--- src/rtl/onehot_strobe_decoder.sv ---
// Sequential 3-to-8 decoder: accepts a binary code over valid/ready and drives the
// matching one-hot line for HOLD cycles, then enforces a GAP idle period.
module onehot_strobe_decoder #(
    parameter int SEL_W = 3,
    parameter int OUT_W = 8,
    parameter int HOLD  = 4,
    parameter int GAP   = 1
) (
    input  logic             clk,
    input  logic             rst,
    input  logic             in_valid,
    input  logic [SEL_W-1:0] code_in,
    output logic             in_ready,
    input  logic             abort,
    output logic [OUT_W-1:0] out,
    output logic             busy,
    output logic             done
);

    localparam int HOLD_EFF  = (HOLD < 1) ? 1 : HOLD;
    localparam int GAP_MAX   = (GAP > 0) ? GAP - 1 : 0;
    localparam int CNT_MAX   = ((HOLD_EFF - 1) > GAP_MAX) ? (HOLD_EFF - 1) : GAP_MAX;
    localparam int CNT_W     = (CNT_MAX < 2) ? 1 : $clog2(CNT_MAX + 1);
    localparam logic [CNT_W-1:0] HOLD_LOAD = CNT_W'(HOLD_EFF - 1);
    localparam logic [CNT_W-1:0] GAP_LOAD  = CNT_W'(GAP_MAX);

    typedef enum logic [1:0] {
        ST_IDLE  = 2'd0,
        ST_DRIVE = 2'd1,
        ST_GAP   = 2'd2
    } state_t;

    state_t           state_q, state_d;
    logic [CNT_W-1:0] count_q, count_d;
    logic [SEL_W-1:0] code_q, code_d;
    logic [OUT_W-1:0] out_q, out_d;
    logic             inReady_q, inReady_d;
    logic             busy_q, busy_d;
    logic             done_q, done_d;

    function automatic logic [OUT_W-1:0] decodeIndex(input logic [SEL_W-1:0] idx);
        logic [OUT_W-1:0] vec;
        vec      = '0;
        vec[idx] = 1'b1;
        return vec;
    endfunction

    // Outputs are computed from the next state so every output is a plain flop.
    always_comb begin
        state_d   = state_q;
        count_d   = count_q;
        code_d    = code_q;
        done_d    = 1'b0;
        case (state_q)
            ST_IDLE: begin
                if (in_valid && inReady_q && !abort) begin
                    code_d  = code_in;
                    count_d = HOLD_LOAD;
                    state_d = ST_DRIVE;
                end
            end
            ST_DRIVE: begin
                if (abort) begin
                    count_d = '0;
                    state_d = ST_IDLE;
                end else if (count_q == '0) begin
                    done_d = 1'b1;
                    if (GAP > 0) begin
                        count_d = GAP_LOAD;
                        state_d = ST_GAP;
                    end else begin
                        state_d = ST_IDLE;
                    end
                end else begin
                    count_d = count_q - 1'b1;
                end
            end
            ST_GAP: begin
                if (abort || count_q == '0) begin
                    count_d = '0;
                    state_d = ST_IDLE;
                end else begin
                    count_d = count_q - 1'b1;
                end
            end
            default: begin
                count_d = '0;
                state_d = ST_IDLE;
            end
        endcase

        out_d     = (state_d == ST_DRIVE) ? decodeIndex(code_d) : '0;
        busy_d    = (state_d != ST_IDLE);
        inReady_d = (state_d == ST_IDLE);
    end

    always_ff @(posedge clk or posedge rst) begin
        if (rst) begin
            state_q   <= ST_IDLE;
            count_q   <= '0;
            code_q    <= '0;
            out_q     <= '0;
            inReady_q <= 1'b0;
            busy_q    <= 1'b0;
            done_q    <= 1'b0;
        end else begin
            state_q   <= state_d;
            count_q   <= count_d;
            code_q    <= code_d;
            out_q     <= out_d;
            inReady_q <= inReady_d;
            busy_q    <= busy_d;
            done_q    <= done_d;
        end
    end

    assign out      = out_q;
    assign in_ready = inReady_q;
    assign busy     = busy_q;
    assign done     = done_q;

endmodule

--- config.mk ---
export PLATFORM = sky130hd
export DESIGN_NAME = onehot_strobe_decoder
export DESIGN_NICKNAME = d
export VERILOG_FILES = /design/src/rtl/onehot_strobe_decoder.sv
export SDC_FILE = /design/constraint.sdc
export NUM_CORES = 1
export LEC_CHECK = 0
export BUFFER_PORTS_ARGS = -buffer_cell sky130_fd_sc_hd__buf_2
export CAP_MARGIN = 10
export CORE_UTILIZATION = 45
export CTS_CLUSTER_SIZE = 16
export DETAILED_ROUTE_END_ITERATION = 8
export GPL_TIMING_DRIVEN = 1
export PLACE_DENSITY = 0.71
export SLEW_MARGIN = 40
export SYNTH_ARGS = -nofsm -noshare
export SYNTH_HDL_FRONTEND = slang
export SYNTH_SLANG_ARGS = --single-unit
export TNS_END_PERCENT = 5
--- constraint.sdc ---
create_clock -name clk -period 2.17 [get_ports clk]
set_input_delay 0.217 -clock clk [delete_from_list [all_inputs] [get_ports clk]]
set_output_delay 0.217 -clock clk [all_outputs]
set_load 0.02 [all_outputs]
Yosys cells after proc, flatten, opt, wreduce, memory -nomap -nowiden
Cells that the tools add are included.

word-level totals
  register bits = 18
  bits in latches = 0
  memory bits (writable) = 0
  ROM bits = 0
  bits of input ports = 7
  output and inout bits = 11
  logic and storage cells = 41
  memories = 0

operators by class
  $add $sub $neg = 1
  $mul = 0
  divide/modulo/power cells = 0
  order comparisons = 2
  eq/ne operators = 4
  shift-type cells = 0
  mux-type cells = 18
  bitwise gates (word level) = 0
  reductions and logical operators = 9

operators with widths
  operator               number
  $mux W2                8
  $pmux W2 S3            2
  $mux W8                1
  $logic_not A2 Y1       3
  $mux W3                2
  $eq A2 B1 Y1 const B   2
  $lt A3 B4 Y1 const B   1
  $mux W1                4
  $demux W1 S3           1
  $ge A3 B1 Y1 const B   1
  $logic_and A1 B1 Y1    3
  $eq A2 B2 Y1 const B   1
  $ne A2 B2 Y1 const B   1
  $reduce_bool A2 Y1     1
  $sub A2 B1 Y2 const B  1
  $logic_not A1 Y1       1
  $logic_or A1 B1 Y1     1

Depth between registers and ports, before layout
Gate-level depths: netlist of run 1.

  word-level depth = 9
  mapped depth = 5
  mapped depth without buffers = 5

Least setup slack after synthesis of run 1
Ideal clock, no wire load.

  path kind = reg2reg
  start = register inReady_q, in the netlist in_ready
  end = register code_q[0]
  setup time = 0.125 ns
  arrival = 1.255 ns
  required time = 2.045 ns
  setup slack = 0.790 ns
  stages on the path, launching flop included = 4
  path buffers = 0
  period minus slack after synthesis = 1.380 ns
  cell sequence = dfrtp_1 nand3b_2 nor3_4 mux2_2

on the way
  longest elaborated chain between the ends = 4

ends and longest elaborated chain
  element                            line  source
  from (decl)                        37    logic inReady_q, inReady_d;
  from (signal assigned)             111   inReady_q <= inReady_d;
  $logic_and A1 B1 Y1 (2 in series)  56    if (in_valid && inReady_q && !abort) begin
  $mux W3                            56
  $mux W3                            54    case (state_q)
  net code_d[0]                      35    logic [SEL_W-1:0] code_q, code_d;
  to (signal assigned)               109   code_q <= code_d;
  to (decl)                          35

The timed path passes the listed nets, and every way through them passes these cells.
A chain may end at the register's enable or synchronous reset.

Worst setup path in the final report of run 1
  start = register state_q[0]
  end = register code_q[1]

on the way
  longest elaborated chain between the ends = 2

ends and longest elaborated chain
  element                 line  source
  from (decl)             33    state_t state_q, state_d;
  from (signal assigned)  107   state_q <= state_d;
  $logic_not A2 Y1        54
  $mux W3                 54
  net code_d[1]           35

The timed path passes the listed nets, and every way through them passes these cells.

==> qor.tcl, run 1 <==
set qor(wire_length_of_the_first_global_routing_pass_um) 2553
set qor(post_cts_resized) 0
set qor(cts_num_sinks) 18
set qor(postCtsSetupRepairBufs) 0
set qor(die-area_mm2) 0.002162
set qor(timing_hold_violations_final) 18
set qor(leading_post_synthesis_cells_by_instance_count) {dfrtp_1 (18), nor2_1 (11)}
set qor(design_area_mm2) 0.001017
set qor(cp.buffers_inverters) 0
set qor(synth-seq-area-share_pct) 50.56
set qor(arrival_ns) 1.77
set qor(period_minus_slack_ns) 1.580
set qor(synth.area.top_cells) {dfrtp_1 (51%), nor2_1 (4.6%), mux2i_1 (4.5%)}
set qor(hold_slack_ns) -0.007362
set qor(vias_per_cell) 5.533
set qor(tritoncts) {built}
set qor(worstSkewPairLatency_ns) 0.30
set qor(met2WireLength_um) 758
set qor(dr.pass1.iters) 4
set qor(power.leakage_nw) 0.5037
set qor(detail_route.iter0.violations) 15
set qor(syn_inst) 80
set qor(critical_path_depth) 3
set qor(synth_register_bits) 18
set qor(run_status) {finished, violations left}
set qor(detail_route.wirelength.met1_um) 734
set qor(horizontal_die_dimension_um) 46.50
set qor(drtAntennaViolNets) 0
set qor(peakVddDrop_uv) 389.7
set qor(cts-buffers-inserted) 3
set qor(area.growth.synth_to_final_pct) 14.19
set qor(syn-cell-area_um2) 890.9
set qor(cpPeakStageDelay_ns) 0.50
set qor(path_delay_family) {simple AND/OR/NAND/NOR gates}
set qor(routed-wl-met3_um) 92
set qor(power_density_mw_per_mm2) 946.0
set qor(critical_setup_path_class) {reg -> reg}
set qor(placedInstanceArea_um2) 980.9
set qor(synthesis.area_per_instance_um2) 11.14
set qor(worst_setup_path_start_kind) {flip-flop}
set qor(slew_at_the_pin_closest_to_its_max_slew_limit_ns) 0.6534
set qor(num-fill-cells) 162
set qor(synth-warning-count) 0
set qor(syn_nets) 90
set qor(holdBufCountCts) 0
set qor(post-synth-top-area-cell) {dfrtp_1}
set qor(cp_cell_sequence) {nand3b_2 -> nor3_4 -> mux2_2}
set qor(timing.max_slew.rel_slack_pct) 56.39
set qor(io_buffers) 17
set qor(cp_slowest_cell) {dfrtp_1}
set qor(skew_ns) 0.002240
set qor(synth_async_sr_flop_share_pct) 100.0
set qor(setup_viol) 0
set qor(drt_wl_total_um) 1629
set qor(ioPinCount) 18
set qor(required_ns) 2.36
set qor(grt_overflow_total) 0
set qor(initial_antenna_violation_count) 0
set qor(floorplan.initialDensity_pct) 49.96
set qor(h_tree_level_count) 1
set qor(reg2reg_setup_slack_ns) 0.59
set qor(timing.setup.tns_ns) 0
set qor(chipHeight_um) 46.50
set qor(critical_path_peak_fanout) 12
set qor(wl_per_cell_um) 13.35
set qor(fmaxAchievable_mhz) 632.8
set qor(place.gp.congestion) 0.7863
set qor(clockRootBuffer) {clkbuf_4}
set qor(clk_path_buf_depth) 2
set qor(synth.top_cell.area_share_pct) 50.56
set qor(drv_cap) 0
set qor(synth_edf_count) 0
set qor(violations) {negative hold slack}
set qor(synth_ff_type) {dfrtp_1}
set qor(top_layer_used) {met4}
set qor(drive_gt1_share_pct) 26.80
set qor(unrepaired_setup_endpoints_after_global_routing) {no}
set qor(fin_nets) 108
set qor(antenna_cells) 0
set qor(placementRows) 15
set qor(detailroute.via_count) 675
set qor(period_share_pct) 72.83
set qor(grt.total_usage_pct) 17.59
set qor(core_area_mm2) 0.001783
set qor(worst_setup_hold_path_clk_slew_ns) 0.10
set qor(dp_hpwl_um) 1179
set qor(worst_setup_path_end_kind) {flip-flop}
set qor(hold_path_class) {in -> async}
set qor(reg2regPathDepth) 3
set qor(synthMostInstantiatedCell) {dfrtp_1}
set qor(final-max-slew-violation-count) 0
set qor(first_global_vias) 604
set qor(remaining_drc_errors) 0
set qor(grt_max_degree) 19
set qor(yosys.cell_types.count) 29
## flip-flops by register name, summed over array words and instances (netlist names)
signal    cells
state_q       2
in_ready      1
out           8
count_q       2
busy          1
code_q        3
done          1
## through the flow
step	utilization, %	std cells	setup slack [ns]	power [W]
after floorplan	-	80	0.7897	0.0006814
after global placement	55.02	118	0.6337	0.0007424
after detailed placement	55.02	118	0.6037	0.0007581
after CTS	57.05	122	0.5864	0.0009670
after global routing	57.05	122	0.4837	0.001031
final	57.05	122	0.5896	0.0009623
## logic make-up after synthesis
kind of cell | after synthesis | share of synthesized area (%)
buf+inv | 8 | 4.634
flops | 18 | 50.56
mux | 7 | 8.286
simple gates | 33 | 23.88
compound gates | 11 | 8.428
fa+ha+maj | 3 | 4.214
## area by class of cell
type                       instances  area [um^2]  area share [%]
timing repair buffer              17        85.08           8.364
sequential                        18        450.4           44.28
multi-input combinational         54        399.1           39.24
clock buffer                       4        36.28           3.567
inverter                           4        15.01           1.476
tap                               25        31.28           3.075
## worst paths after layout
check | endpoint | startpoint
worst max-delay path | code_q[1] | state_q[0]
worst min-delay path | done | rst
worst max register to register | code_q[1] | state_q[0]
worst min register to register | code_q[0] | code_q[0]
max in group asynchronous | out[2] | rst
min in group clk | code_q[0] | code_in[0]
## power breakdown
part | leakage [nW] | switching (W) | total, W | internal, W
combinational | 0.250 | 0.000162 | 0.000292 | 0.000130
sequential | 0.232 | 0.0000638 | 0.000462 | 0.000398
clock | 0.0210 | 0.000106 | 0.000208 | 0.000102
## per-layer routing
layer	vias to the layer above	track usage (%)
li1	324	-
met1	320	20.34
met2	24	27.78
met3	7	4.706
met4	0	12.35
met5	-	0
## cells in the final DEF (no fill, tap or decap), drive strengths merged, types with 2 or more instances in the layout
| cell type | Yosys | final |
|---|---|---|
| nor2 | 11 | 11 |
| nand2b | 3 | 3 |
| inv | 4 | 4 |
| buf | 4 | 17 |
| nor4bb | 2 | 2 |
| nor4b | 4 | 4 |
| ha | 3 | 3 |
| mux2 | 3 | 3 |
| dfrtp | 18 | 18 |
| nor4 | 4 | 4 |
| clkbuf | 0 | 4 |
| nand3b | 2 | 2 |
| mux2i | 4 | 4 |
| a21boi | 2 | 2 |
| o21ai | 2 | 2 |
| a21oi | 2 | 2 |
Power figures use the tool's default switching activity.
==> inputs of run 2 (changes only) <==
==> constraint.sdc (replaced) <==
create_clock -name clk -period 1.55 [get_ports clk]
set_input_delay 0.155 -clock clk [delete_from_list [all_inputs] [get_ports clk]]
set_output_delay 0.155 -clock clk [all_outputs]
set_load 0.02 [all_outputs]
==> run 2 against run 1 <==
Effect of this change: the flow now finishes without violations; first-iteration DRC count fell by 6.7%; register-to-register slack got worse by 0.47 ns; die area did not move; setup slack got worse by 0.47 ns; total power rose by 41%; via count fell by 1.2%; combinational power rose by 48%; critical path type unchanged; critical endpoint is now busy; largest cell class unchanged; highest routed layer unchanged.
==> qor.tcl, run 2 (synthesized netlist as in run 1, its figures left out) <==
set qor(reg2reg_setup_slack_ns) 0.12
set qor(comb_power_share_pct) 31.8
set qor(share_seq_of_total_power_pct) 47.0
set qor(slew_at_the_pin_closest_to_its_max_slew_limit_ns) 0.6627
set qor(net_sw_share_pct) 33.50
set qor(worst_setup_path_start_kind) {flip-flop}
set qor(wire_length_of_the_first_global_routing_pass_um) 2539
set qor(skew_ns) 0.01202
set qor(tritoncts) {built}
set qor(ioPinCount) 18
set qor(grt.total_usage_pct) 17.30
set qor(setup_viol) 0
set qor(timing.max_slew.rel_slack_pct) 55.77
set qor(run_status) {completed}
set qor(core_area_mm2) 0.001783
set qor(worst_setup_path_end_kind) {flip-flop}
set qor(drive_gt1_share_pct) 29.00
set qor(worst_hold_path.endpoint) {code_q[0]}
set qor(power_density_mw_per_mm2) 1292
set qor(detailroute.via_count) 667
set qor(timing_hold_violations_final) 0
set qor(fin_nets) 111
set qor(peakVddDrop_uv) 793.6
set qor(chipHeight_um) 46.50
set qor(netSwitchingPower_w) 0.0004538
set qor(cts_num_sinks) 18
set qor(power.leakage_nw) 0.5182
set qor(horizontal_die_dimension_um) 46.50
set qor(groute.layer.met3.usage_pct) 5.882
set qor(vias_per_cell) 5.336
set qor(cell_internal_pwr_w) 0.0009008
set qor(antenna_cells) 0
set qor(unrepaired_setup_endpoints_after_global_routing) {no}
set qor(grt_overflow_total) 0
set qor(period_share_pct) 92.43
set qor(grt_use_met2_pct) 26.39
set qor(flip_flop_count_of_the_largest_register_all_copies_and_words_added) 8
set qor(area.growth.synth_to_final_pct) 17.70
set qor(h_tree_level_count) 1
set qor(grt_max_degree) 19
set qor(r2r_start) {count_q[0]}
set qor(dp_hpwl_um) 1129
set qor(place.gp.congestion) 0.7209
set qor(mostFrequentLayoutCells) {dfrtp_1 (18), buf_2 (17), nor2_1 (11)}
set qor(floorplan.initialDensity_pct) 49.96
set qor(final-instance-count-excl-fill) 125
set qor(clk_path_buf_depth) 2
set qor(first_global_vias) 594
set qor(busiest_layer) {met2}
set qor(wl_per_cell_um) 12.94
set qor(clockPowerShare_pct) 21.2
set qor(required_ns) 1.79
set qor(io_buffers) 17
set qor(worstSkewPairLatency_ns) 0.30
set qor(final-max-slew-violation-count) 0
set qor(initial_antenna_violation_count) 0
set qor(critical_path_peak_fanout) 6
set qor(placed_cells) 120
set qor(mostFrequentLayoutCell) {dfrtp_1}
set qor(drt_wl_total_um) 1617
set qor(grt.met1_usage_pct) 21.41
set qor(min_from) {code_in[0]}
set qor(hold_path_class) {in -> reg}
set qor(remaining_drc_errors) 0
set qor(postCtsSetupRepairBufs) 0
set qor(drv_cap) 0
set qor(drtAntennaViolNets) 0
set qor(worst_setup_hold_path_clk_slew_ns) 0.11
set qor(timing.setup.tns_ns) 0
set qor(critical_setup_path_class) {reg -> reg}
set qor(regToRegEndpoint) {busy}
set qor(cts-buffers-inserted) 3
set qor(placementRows) 15
set qor(arrival_ns) 1.67
set qor(die-area_mm2) 0.002162
set qor(detail_route.iter0.violations) 14
set qor(reg2regPathDepth) 5
set qor(dr.pass1.iters) 4
set qor(worst_hold_path.num_cells) 2
set qor(fmaxAchievable_mhz) 698.0
set qor(period_minus_slack_ns) 1.433
set qor(clockRootBuffer) {clkbuf_4}
## run 2: power by group through the flow
| stage | logic [W] | clock network, W | registers (W) |
|---|---|---|---|
| floorplan | 0.000297 | 0 | 0.000657 |
| global route | 0.000485 | 0.000316 | 0.000650 |
| finish | 0.000431 | 0.000287 | 0.000637 |
| detailed placement | 0.000418 | 0 | 0.000642 |
| CTS | 0.000421 | 0.000297 | 0.000633 |
| global placement | 0.000410 | 0 | 0.000637 |
## run 2: worst max-delay path by stage
| stage | start | end | slack (ns) |
|---|---|---|---|
| CTS | count_q[0] | out[2] | 0.1 |
| global placement | count_q[0] | out[2] | 0.18 |
| finish | count_q[0] | busy | 0.12 |
| floorplan | in_ready | code_q[0] | 0.17 |
| detailed placement | count_q[0] | out[2] | 0.12 |
| global route | count_q[0] | busy | 0.003 |
## run 2: worst max-delay path, stage by stage (launching register included)
cell	delay, ns
dfrtp_1	0.40
inv_1	0.08
ha_1	0.25
or3b_1	0.38
o21ai_0	0.11
and2b_1	0.15
## run 2: what timing repair did
action | 4_1_cts | 5_1_grt
hold endpoints to repair | 18 | 0
hold buffers | 1 | 0
endpoints found under the setup margin | 0 | 3
resized for setup | 0 | 1
## run 2: layout make-up
cell class / count / area (um^2)
clock buffer: 4 / 36.28
fill: 151 / 734.5
inverter: 4 / 15.01
multi-input combinational: 54 / 405.4
sequential: 18 / 450.4
tap: 25 / 31.28
timing repair buffer: 20 / 110.1
## run 2: routing by layer
layer | up-vias | share of wire, %
met5 | - | 0
met4 | 0 | 1.7
met3 | 4 | 3.9
met2 | 15 | 48
met1 | 320 | 46
li1 | 328 | -
## run 2: through the flow
step	setup WS [ns]	power [W]	utilization, %	area, um^2	hold WS (ns)
after floorplan	0.1697	0.0009539	-	890.9	0.09357
after global placement	0.1793	0.001047	55.86	996.0	0.2768
after detailed placement	0.1205	0.001060	55.86	996.0	0.2848
after CTS	0.09632	0.001350	58.46	1042	0.1168
after global routing	0.002601	0.001451	58.81	1049	0.1194
final	0.1173	0.001355	58.81	1049	0.1245
